`src/rtl/kdf_session_initiator_pkg.sv`:
```
// Shared security-agent definitions for the session-key handshake.
// Includes the FSM state encoding, key/nonce widths and the nonce LFSR polynomial.
package kdf_session_initiator_pkg;

    localparam int unsigned NONCE_BYTES = 32;
    localparam int unsigned KEY_W       = 256;
    localparam logic [31:0] LFSR_POLY   = 32'h8020_0003;

    typedef enum logic [2:0] {
        IDLE       = 3'd0,
        RX_NONCE   = 3'd1,
        TX_NONCE   = 3'd2,
        KDF_START  = 3'd3,
        KDF_SETTLE = 3'd4,
        KDF_WAIT   = 3'd5
    } kdf_state_e;

    // Right-shifting Galois step for x^32+x^22+x^2+x+1
    function automatic logic [31:0] lfsr_step(input logic [31:0] s);
        return {1'b0, s[31:1]} ^ (s[0] ? LFSR_POLY : 32'h0);
    endfunction

endpackage

```
`src/rtl/kdf_session_initiator_nonce_lfsr32.sv`:
```
// Free-running 32-bit Galois LFSR used as the FPGA nonce source.
module nonce_lfsr32
    import kdf_session_initiator_pkg::*;
#(
    parameter logic [31:0] SEED = 32'hACE1_2D5B
) (
    input  logic        clk,
    input  logic        reset_n,
    output logic [31:0] lfsr
);

    always_ff @(posedge clk or negedge reset_n) begin
        if (!reset_n) begin
            lfsr <= SEED;
        end else begin
            lfsr <= lfsr_step(lfsr);
        end
    end

endmodule

```
`src/rtl/kdf_session_initiator.sv`:
```
// FPGA side of the session-key handshake: client nonce in, FPGA nonce out, KDF sequencing.
// Optional build macro KEY_ZEROIZE_EN clears key/nonce registers on abort, timeout and restart.
module kdf_session_initiator
    import kdf_session_initiator_pkg::*;
#(
    parameter logic [31:0] LFSR_SEED   = 32'hACE1_2D5B,
    parameter int unsigned KDF_TIMEOUT = 64
) (
    input  logic             clk,
    input  logic             reset_n,
    input  logic             secret_valid,
    input  logic             abort,
    input  logic [7:0]       rx_data,
    input  logic             rx_valid,
    output logic             rx_ready,
    output logic [7:0]       tx_data,
    output logic             tx_valid,
    input  logic             tx_ready,
    output logic             kdf_start,
    output logic [KEY_W-1:0] kdf_nonce_fpga,
    output logic [KEY_W-1:0] kdf_nonce_client,
    input  logic             kdf_complete,
    input  logic [KEY_W-1:0] kdf_key,
    output logic [KEY_W-1:0] session_key,
    output logic             key_valid,
    output logic             error
);

    localparam logic [2:0] S_IDLE   = IDLE;
    localparam logic [2:0] S_RX     = RX_NONCE;
    localparam logic [2:0] S_TX     = TX_NONCE;
    localparam logic [2:0] S_START  = KDF_START;
    localparam logic [2:0] S_SETTLE = KDF_SETTLE;
    localparam logic [2:0] S_WAIT   = KDF_WAIT;

    localparam logic [4:0]  LAST_BYTE  = 5'(NONCE_BYTES - 1);
    localparam logic [15:0] TIMER_LAST = 16'(KDF_TIMEOUT - 1);

    logic [2:0]  state;
    logic [4:0]  byte_cnt;
    logic [15:0] timer;
    logic [31:0] lfsr;

    nonce_lfsr32 #(
        .SEED (LFSR_SEED)
    ) u_lfsr (
        .clk     (clk),
        .reset_n (reset_n),
        .lfsr    (lfsr)
    );

    assign rx_ready  = (state == S_RX);
    assign tx_valid  = (state == S_TX);
    assign kdf_start = (state == S_START);
    // {~byte_cnt, 3'b111} == 255 - 8*byte_cnt, the MSB of the current byte
    assign tx_data   = kdf_nonce_fpga[{~byte_cnt, 3'b111} -: 8];

    always_ff @(posedge clk or negedge reset_n) begin
        if (!reset_n) begin
            state            <= S_IDLE;
            byte_cnt         <= '0;
            timer            <= '0;
            kdf_nonce_client <= '0;
            kdf_nonce_fpga   <= '0;
            session_key      <= '0;
            key_valid        <= 1'b0;
            error            <= 1'b0;
        end else if (abort) begin
            state <= S_IDLE;
            if (state == S_IDLE) begin
                key_valid <= 1'b0;
            end
`ifdef KEY_ZEROIZE_EN
            session_key      <= '0;
            kdf_nonce_client <= '0;
            kdf_nonce_fpga   <= '0;
`endif
        end else begin
            case (state)
                S_IDLE: begin
                    if (secret_valid) begin
                        state     <= S_RX;
                        byte_cnt  <= '0;
                        error     <= 1'b0;
                        key_valid <= 1'b0;
`ifdef KEY_ZEROIZE_EN
                        session_key      <= '0;
                        kdf_nonce_client <= '0;
                        kdf_nonce_fpga   <= '0;
`endif
                    end
                end
                S_RX: begin
                    if (rx_valid) begin
                        kdf_nonce_client <= {kdf_nonce_client[KEY_W-9:0], rx_data};
                        kdf_nonce_fpga   <= {kdf_nonce_fpga[KEY_W-33:0], lfsr};
                        byte_cnt         <= byte_cnt + 5'd1;
                        if (byte_cnt == LAST_BYTE) begin
                            state <= S_TX;
                        end
                    end
                end
                S_TX: begin
                    if (tx_ready) begin
                        byte_cnt <= byte_cnt + 5'd1;
                        if (byte_cnt == LAST_BYTE) begin
                            state <= S_START;
                        end
                    end
                end
                S_START: begin
                    state <= S_SETTLE;
                end
                S_SETTLE: begin
                    // complete may still be high from the previous run here
                    timer <= '0;
                    state <= S_WAIT;
                end
                S_WAIT: begin
                    if (kdf_complete) begin
                        session_key <= kdf_key;
                        key_valid   <= 1'b1;
                        state       <= S_IDLE;
`ifdef KEY_ZEROIZE_EN
                        kdf_nonce_client <= '0;
                        kdf_nonce_fpga   <= '0;
`endif
                    end else if (timer == TIMER_LAST) begin
                        error <= 1'b1;
                        state <= S_IDLE;
`ifdef KEY_ZEROIZE_EN
                        session_key      <= '0;
                        kdf_nonce_client <= '0;
                        kdf_nonce_fpga   <= '0;
`endif
                    end else begin
                        timer <= timer + 16'd1;
                    end
                end
                default: begin
                    state <= S_IDLE;
                end
            endcase
        end
    end

endmodule
```
`config.mk`:
```
export PLATFORM = sky130hd
export DESIGN_NAME = kdf_session_initiator
export DESIGN_NICKNAME = d
export VERILOG_FILES = /design/src/rtl/kdf_session_initiator_pkg.sv /design/src/rtl/kdf_session_initiator_nonce_lfsr32.sv /design/src/rtl/kdf_session_initiator.sv
export SDC_FILE = /design/constraint.sdc
export NUM_CORES = 1
export LEC_CHECK = 0
export BUFFER_PORTS_ARGS = -buffer_cell sky130_fd_sc_hd__buf_4
export CORE_AREA = 5 5 405 407
export CTS_CLUSTER_SIZE = 30
export DETAILED_ROUTE_END_ITERATION = 12
export DIE_AREA = 0 0 410 412
export PLACE_DENSITY_LB_ADDON = 0.08
export SLEW_MARGIN = 30
export SYNTH_ARGS = -nofsm -noshare
export SYNTH_HDL_FRONTEND = slang
export SYNTH_SLANG_ARGS = --single-unit
```
`constraint.sdc`:
```
create_clock -name clk -period 2.15 [get_ports clk]
set_input_delay 0.215 -clock clk [delete_from_list [all_inputs] [get_ports clk]]
set_output_delay 0.215 -clock clk [all_outputs]
set_load 0.01 [all_outputs]
```
; ---- After elaboration in Yosys (flattened, before gate mapping)
; Cells that the tools add are included.
[op_classes]
n_addsub = 2
multipliers = 0
div = 0
n_lt_le_gt_ge = 0
eq_ne = 21
shift = 1
mux = 25
bitwise_logic = 3
n_reduce_logical = 11
[ops]
columns = op, count
row1 = 263-bit by 9-bit variable part select with 8-bit output, 1
row2 = 16-bit two-way mux, 2
row3 = 32-bit two-way mux, 1
row4 = 16-bit one-hot mux with 2 select lines, 1
row5 = 31-bit by 32-bit XOR with 32-bit output, 1
row6 = 3-bit two-way mux, 8
row7 = 3-bit one-hot mux with 6 select lines, 1
row8 = 16-bit by 1-bit adder with 16-bit output (second input constant), 1
row9 = 16-bit by 6-bit == test with 1-bit output (second input constant), 1
row10 = 5-bit two-way mux, 3
row11 = 5-bit one-hot mux with 3 select lines, 1
row12 = 2-bit inequality test (second input constant), 5
row13 = 5-bit AND reduction, 2
row14 = 3-bit by 2-bit inequality test with 1-bit output (second input constant), 3
row15 = 3-bit inequality test (second input constant), 3
row16 = 4-bit AND reduction, 2
row17 = 3-bit by 2-bit == test with 1-bit output (second input constant), 2
row18 = 3-bit == test (second input constant), 2
row19 = 1-bit two-way mux, 6
row20 = 3-bit AND reduction, 2
row21 = 6-bit AND reduction, 1
row22 = 5-bit by 1-bit adder with 5-bit output (second input constant), 1
row23 = 5-bit == test (second input constant), 1
row24 = 5-bit NOT, 1
row25 = other kinds (8), 11
[totals]
ff_bits = 826
latch_bits = 0
mem_bits_rw = 0
romBits = 0
input_bits = 271
output_inout_bits = 781
word_cells = 72
memories = 0

; ---- Logic depth before layout (Yosys ltp)
[depth]
depth_word = 5
depth_mapped = 10
ltp_nobuf = 8

; ---- Modules after synthesis
; From an unflattened synthesis, not the netlist that was laid out.
[hier_totals]
hier_cells = 1991
area_unflattened_um2 = 33139.3
[by_module_without_submodules]
columns = module, instances, cells_each, area_each_um2, seq_area_each_um2
row1 = kdf_session_initiator, 1, 1956, 32291.0, 19869.1
row2 = nonce_lfsr32, 1, 35, 848.3, 822.0

; ---- Least setup slack after synthesis
; Ideal clock, no wire load.
[synth_timing]
path_type = flip-flop to output port
startpoint = register byte_cnt[1]
endpoint = output tx_data[7]
t_arrival_ns = 2.107
required_time_ns = 1.935
path_slack_ns = -0.172
path_stages_with_launch = 8
n_path_buf = 4
cell_sequence = dfrtp_1 buf_2 buf_4 buf_2 buf_2 mux4_2 a2111oi_0 nor2_1
[synth_via]
elab_chain_len = 2
[synth_rtl]
columns = item, line_no
row1 = start: declaration, kdf_session_initiator.sv:40  ; logic [4:0] byte_cnt;
row2 = start signal: assignment, kdf_session_initiator.sv:97  ; byte_cnt <= byte_cnt + 5'd1;
row3 = start signal: assignment, kdf_session_initiator.sv:105  ; byte_cnt <= byte_cnt + 5'd1;
row4 = 5-bit NOT, kdf_session_initiator.sv:56  ; assign tx_data = kdf_nonce_fpga[{~byte_cnt, 3'b111} -: 8];
row5 = 263-bit by 9-bit variable part select with 8-bit output, kdf_session_initiator.sv:56
row6 = end: declaration, kdf_session_initiator.sv:16  ; output logic [7:0] tx_data,
; No other way between the ends.

; ---- Final worst setup path
[layout_timing]
startpoint = register byte_cnt[1]
endpoint = output tx_data[2]
; The elaborated chain is that of the path after synthesis.

==> results.ini <==
[synthesis]
synth-xor-area-share_pct = 0.4032
synth_top_family_by_area = multiplexers
async_flop_share_pct = 100.0
synthTopCellsByArea = dfrtp_1 (62%), mux2_2 (23%), mux2_1 (3.5%), mux4_2 (3.3%), mux2i_1 (1.4%)
synth_seq_cells = 826
muxShareOfSynthArea_pct = 31.28
synthAdderAreaFrac_pct = 0.1152
syn_inst = 2003
yosysWarnings = 0
avgSynthCellArea_sq_um = 16.27
synthFlopType = dfrtp_1
synth-simple-area-share_pct = 1.705
synth_top_cell_area_share_pct = 62.14
netlist_area_sq_um = 32580
synth_edf_count = 0
syn-num-nets = 2277
ys_seq_area_share_pct = 63.51
synth-compound-area-share_pct = 1.482
yosysTopAreaCell = dfrtp_1
ys_types = 53

[floorplanning]
start_util_pct = 20.38
die-area_sq_um = 168900
placementRows = 147
die_w_um = 410
die_y_um = 412
pin_count = 1052
core_sq_um = 159800

[worst_setup_path]
critPathMaxFanout = 10
reg2regPathDepth = 10
cp-start-kind = flop
slowest_delay_ps = 520
cp.depth = 7
arrival_ps = 2880
critPathSlowestCell = mux4_2
path_delay_family = multiplexers
path_cells = buf_6, mux4_2, mux2i_1, nor2_1, a2111oi_2, a21oi_1, buf_4
timing.critical_path.buf_inv = 2
worstPathRequired_ps = 1930
crit_type = reg2out
critPathCaptureType = output pin

[pwr]
power.internal_w = 0.02868
pwr_density_cell_nw_per_um2 = 745.5
seqPwrFrac_pct = 43.3
switching_power_w = 0.009699
ir_drop_mv = 0.5746
leakage_nw = 26.54
clkPwrFrac_pct = 45.7
switching_share_pct = 25.27
power_frac_comb_pct = 10.9

[routing]
route.detailed.drc = 0
firstDrtPassIters = 4
routedWlPerCell_um = 24.95
via_per_inst = 4.108
ant_nets = 0
via_count = 23660
drt-total-wl_mm = 143.7
drt_iter0_drc = 818

[hold_path]
hold_path.class = in2reg
hold_path_depth = 3

[grt]
grt_max_degree = 106
use_met2_pct = 28.84
grt_usage_pct = 16.61
gr-total-overflow = 0
top_usage_layer = met2
use_met3_pct = 5.051
grt_use_met1_pct = 18.88
grt_pass1_vias = 26490
antenna_found_initial = 39
grt_pass1_wl_mm = 204.1

[timing]
hold_viol = 0
setup_violations = 8
fin_crit_sh_pct = 143.8
rsz0062_at_grt = yes
post-route-worst-setup-slack_ps = -941.9
fin_crit_ps = 3092
whs_ps = 259.8
worstMarginPinSlew_ps = 753.1
drv_slew = 0
fmax_mhz = 323.4
fin_skew_ps = 38.00
slew_headroom_pct = 49.79

[placement]
dp_hpwl_mm = 114.9
placed_area_sq_um = 44920
io_buffers = 1051
place_congestion = 0.8240

[layout]
nets = 3835
area_growth_pct = 58.01
multi_input_area_sq_um = 11640
fillers = 16010
drive_above_1_share_pct = 61.23
design_area_sq_um = 51480
seq_area_sq_um = 20700

[clock_network]
clk_latency_ps = 720
clock-root-buffer = clkbuf_16
clk_path_buf_depth = 3
path_clk_slew_ps = 60
cts.sinks = 826
cts_tree = yes
cts_made_buffers = 105
cts.htree.levels = 3

[run_status]
status = finished, violations left
violations = setup timing

[job]
drv_cap = 0

-- power by group through the flow --
stage | Sequential (W) | Clock (W) | Combinational, W
after floorplan | 0.0170 | 0 | 0.00104
after global placement | 0.0169 | 0 | 0.00379
after detailed placement | 0.0169 | 0 | 0.00382
after CTS | 0.0166 | 0.0183 | 0.00433
after global routing | 0.0167 | 0.0190 | 0.00451
final | 0.0166 | 0.0176 | 0.00420
-- flip-flops by register name, indices dropped and copies added, names as in the netlist --
| register | count |
|---|---|
| kdf_nonce_client | 256 |
| byte_cnt | 5 |
| timer | 16 |
| key_valid | 1 |
| kdf_nonce_fpga | 256 |
| state | 3 |
| u_lfsr.lfsr | 32 |
| error | 1 |
| session_key | 256 |
-- metrics by stage --
| step | setup WS (ps) | total power, W | TNS (ps) | instances | util [%] |
|---|---|---|---|---|---|
| after CTS | -1033 | 0.03931 | -8055 | 5732 | 32.12 |
| after global routing | -1045 | 0.04017 | -8207 | 5753 | 32.20 |
| after detailed placement | -507.4 | 0.02073 | -3380 | 5263 | 28.11 |
| final | -941.9 | 0.03838 | -6935 | 5760 | 32.21 |
| after floorplan | 12.78 | 0.01803 | 0 | 2003 | - |
| after global placement | -540.9 | 0.02068 | -3278 | 5263 | 28.11 |
-- metal layers --
layer / up-vias / wire length [um] / part of all wire (%)
li1: 10490 / - / -
met1: 12140 / 54970 / 38
met2: 782 / 71880 / 50
met3: 231 / 10120 / 7.0
met4: 26 / 6580 / 4.6
met5: - / 154 / 0.11
-- placed cells by master (no fill, tap or decap), types with 7 or more instances in the layout --
cell type and count:
nand3_1 9, nor2_1 28, buf_4 1247, diode_2 27, nand2_1 17, buf_12 38
mux2_1 102, mux2_2 666, mux4_2 48, clkbuf_1 32, nor3_1 7, buf_6 7
dfrtp_1 806, mux2i_1 41, xnor2_1 10, dfstp_2 17, clkinv_2 11, dlygate4sd3_1 271
inv_1 7, clkbuf_8 29, clkbuf_16 106, nor2_2 8, o22ai_1 8
-- logic make-up (layout without fill, tap and decap cells) --
group	count (synthesis)	count (layout)
muxes	862	862
buffers and inverters	123	1767
AOI/OAI and AO/OA	69	69
DFF	826	826
and+or+nand+nor	105	105
other	0	27
xor gates and xnor gates	15	15
adders and majority gates	3	3
-- Yosys cell counts (3+ instances only) --
| cell | instances |
|---|---|
| a2111oi_0 | 8 |
| nor3_1 | 7 |
| xor2_1 | 5 |
| mux2_1 | 102 |
| o21ai_0 | 6 |
| nor2_1 | 37 |
| mux4_2 | 48 |
| or4_1 | 4 |
| and3_1 | 3 |
| nand2_1 | 17 |
| a211oi_1 | 10 |
| o21ai_1 | 4 |
| o221ai_1 | 5 |
| inv_1 | 7 |
| mux2i_1 | 46 |
| mux2_2 | 666 |
| clkbuf_1 | 74 |
| dfrtp_1 | 809 |
| nand3_1 | 10 |
| a22oi_1 | 3 |
| ha_1 | 3 |
| nor2b_1 | 6 |
| buf_2 | 18 |
| a21oi_1 | 8 |
| o22ai_1 | 9 |
| buf_1 | 22 |
| xnor2_1 | 10 |
| dfstp_2 | 17 |
| a31oi_1 | 5 |
| o311ai_1 | 4 |
-- cell type report --
type	instances	area share, %
diodes	27	0.1312
clock buffers	167	6.161
clock inverters	26	0.5590
inverters	7	0.05104
multi-input cells	1054	22.60
flip-flops and latches	826	40.20
well taps	2086	5.070
repair buffers	1567	25.22
-- repair_timing --
item,4_1_cts,5_1_grt
endpoints found under the setup margin,11,26
endpoints found under the hold margin,812,0
pin swaps,6,4
buffers inserted,4,2
cloned,1,0
gates resized for setup,46,15
hold buffers,272,0
-- final timing paths --
path | slack [ps] | startpoint | end
min | 260 | kdf_key[153] | session_key[153]
max in group asynchronous | 530 | reset_n | kdf_nonce_client[41]
max | -940 | byte_cnt[1] | tx_data[2]
min in group asynchronous | 580 | reset_n | kdf_nonce_client[23]
max reg2reg | 20 | byte_cnt[1] | state[0]
min reg2reg | 360 | u_lfsr.lfsr[28] | u_lfsr.lfsr[27]
-- worst reg2reg max path: stages, from the launching register on --
cell	delay, ps
dfrtp_4	540
buf_8	170
buf_12	170
ha_2	200
and3_1	180
ha_2	190
nand2_1	70
nand2_1	60
a21oi_2	140
a31oi_1	50
o311ai_1	230
(Power assumes the default switching activity.)
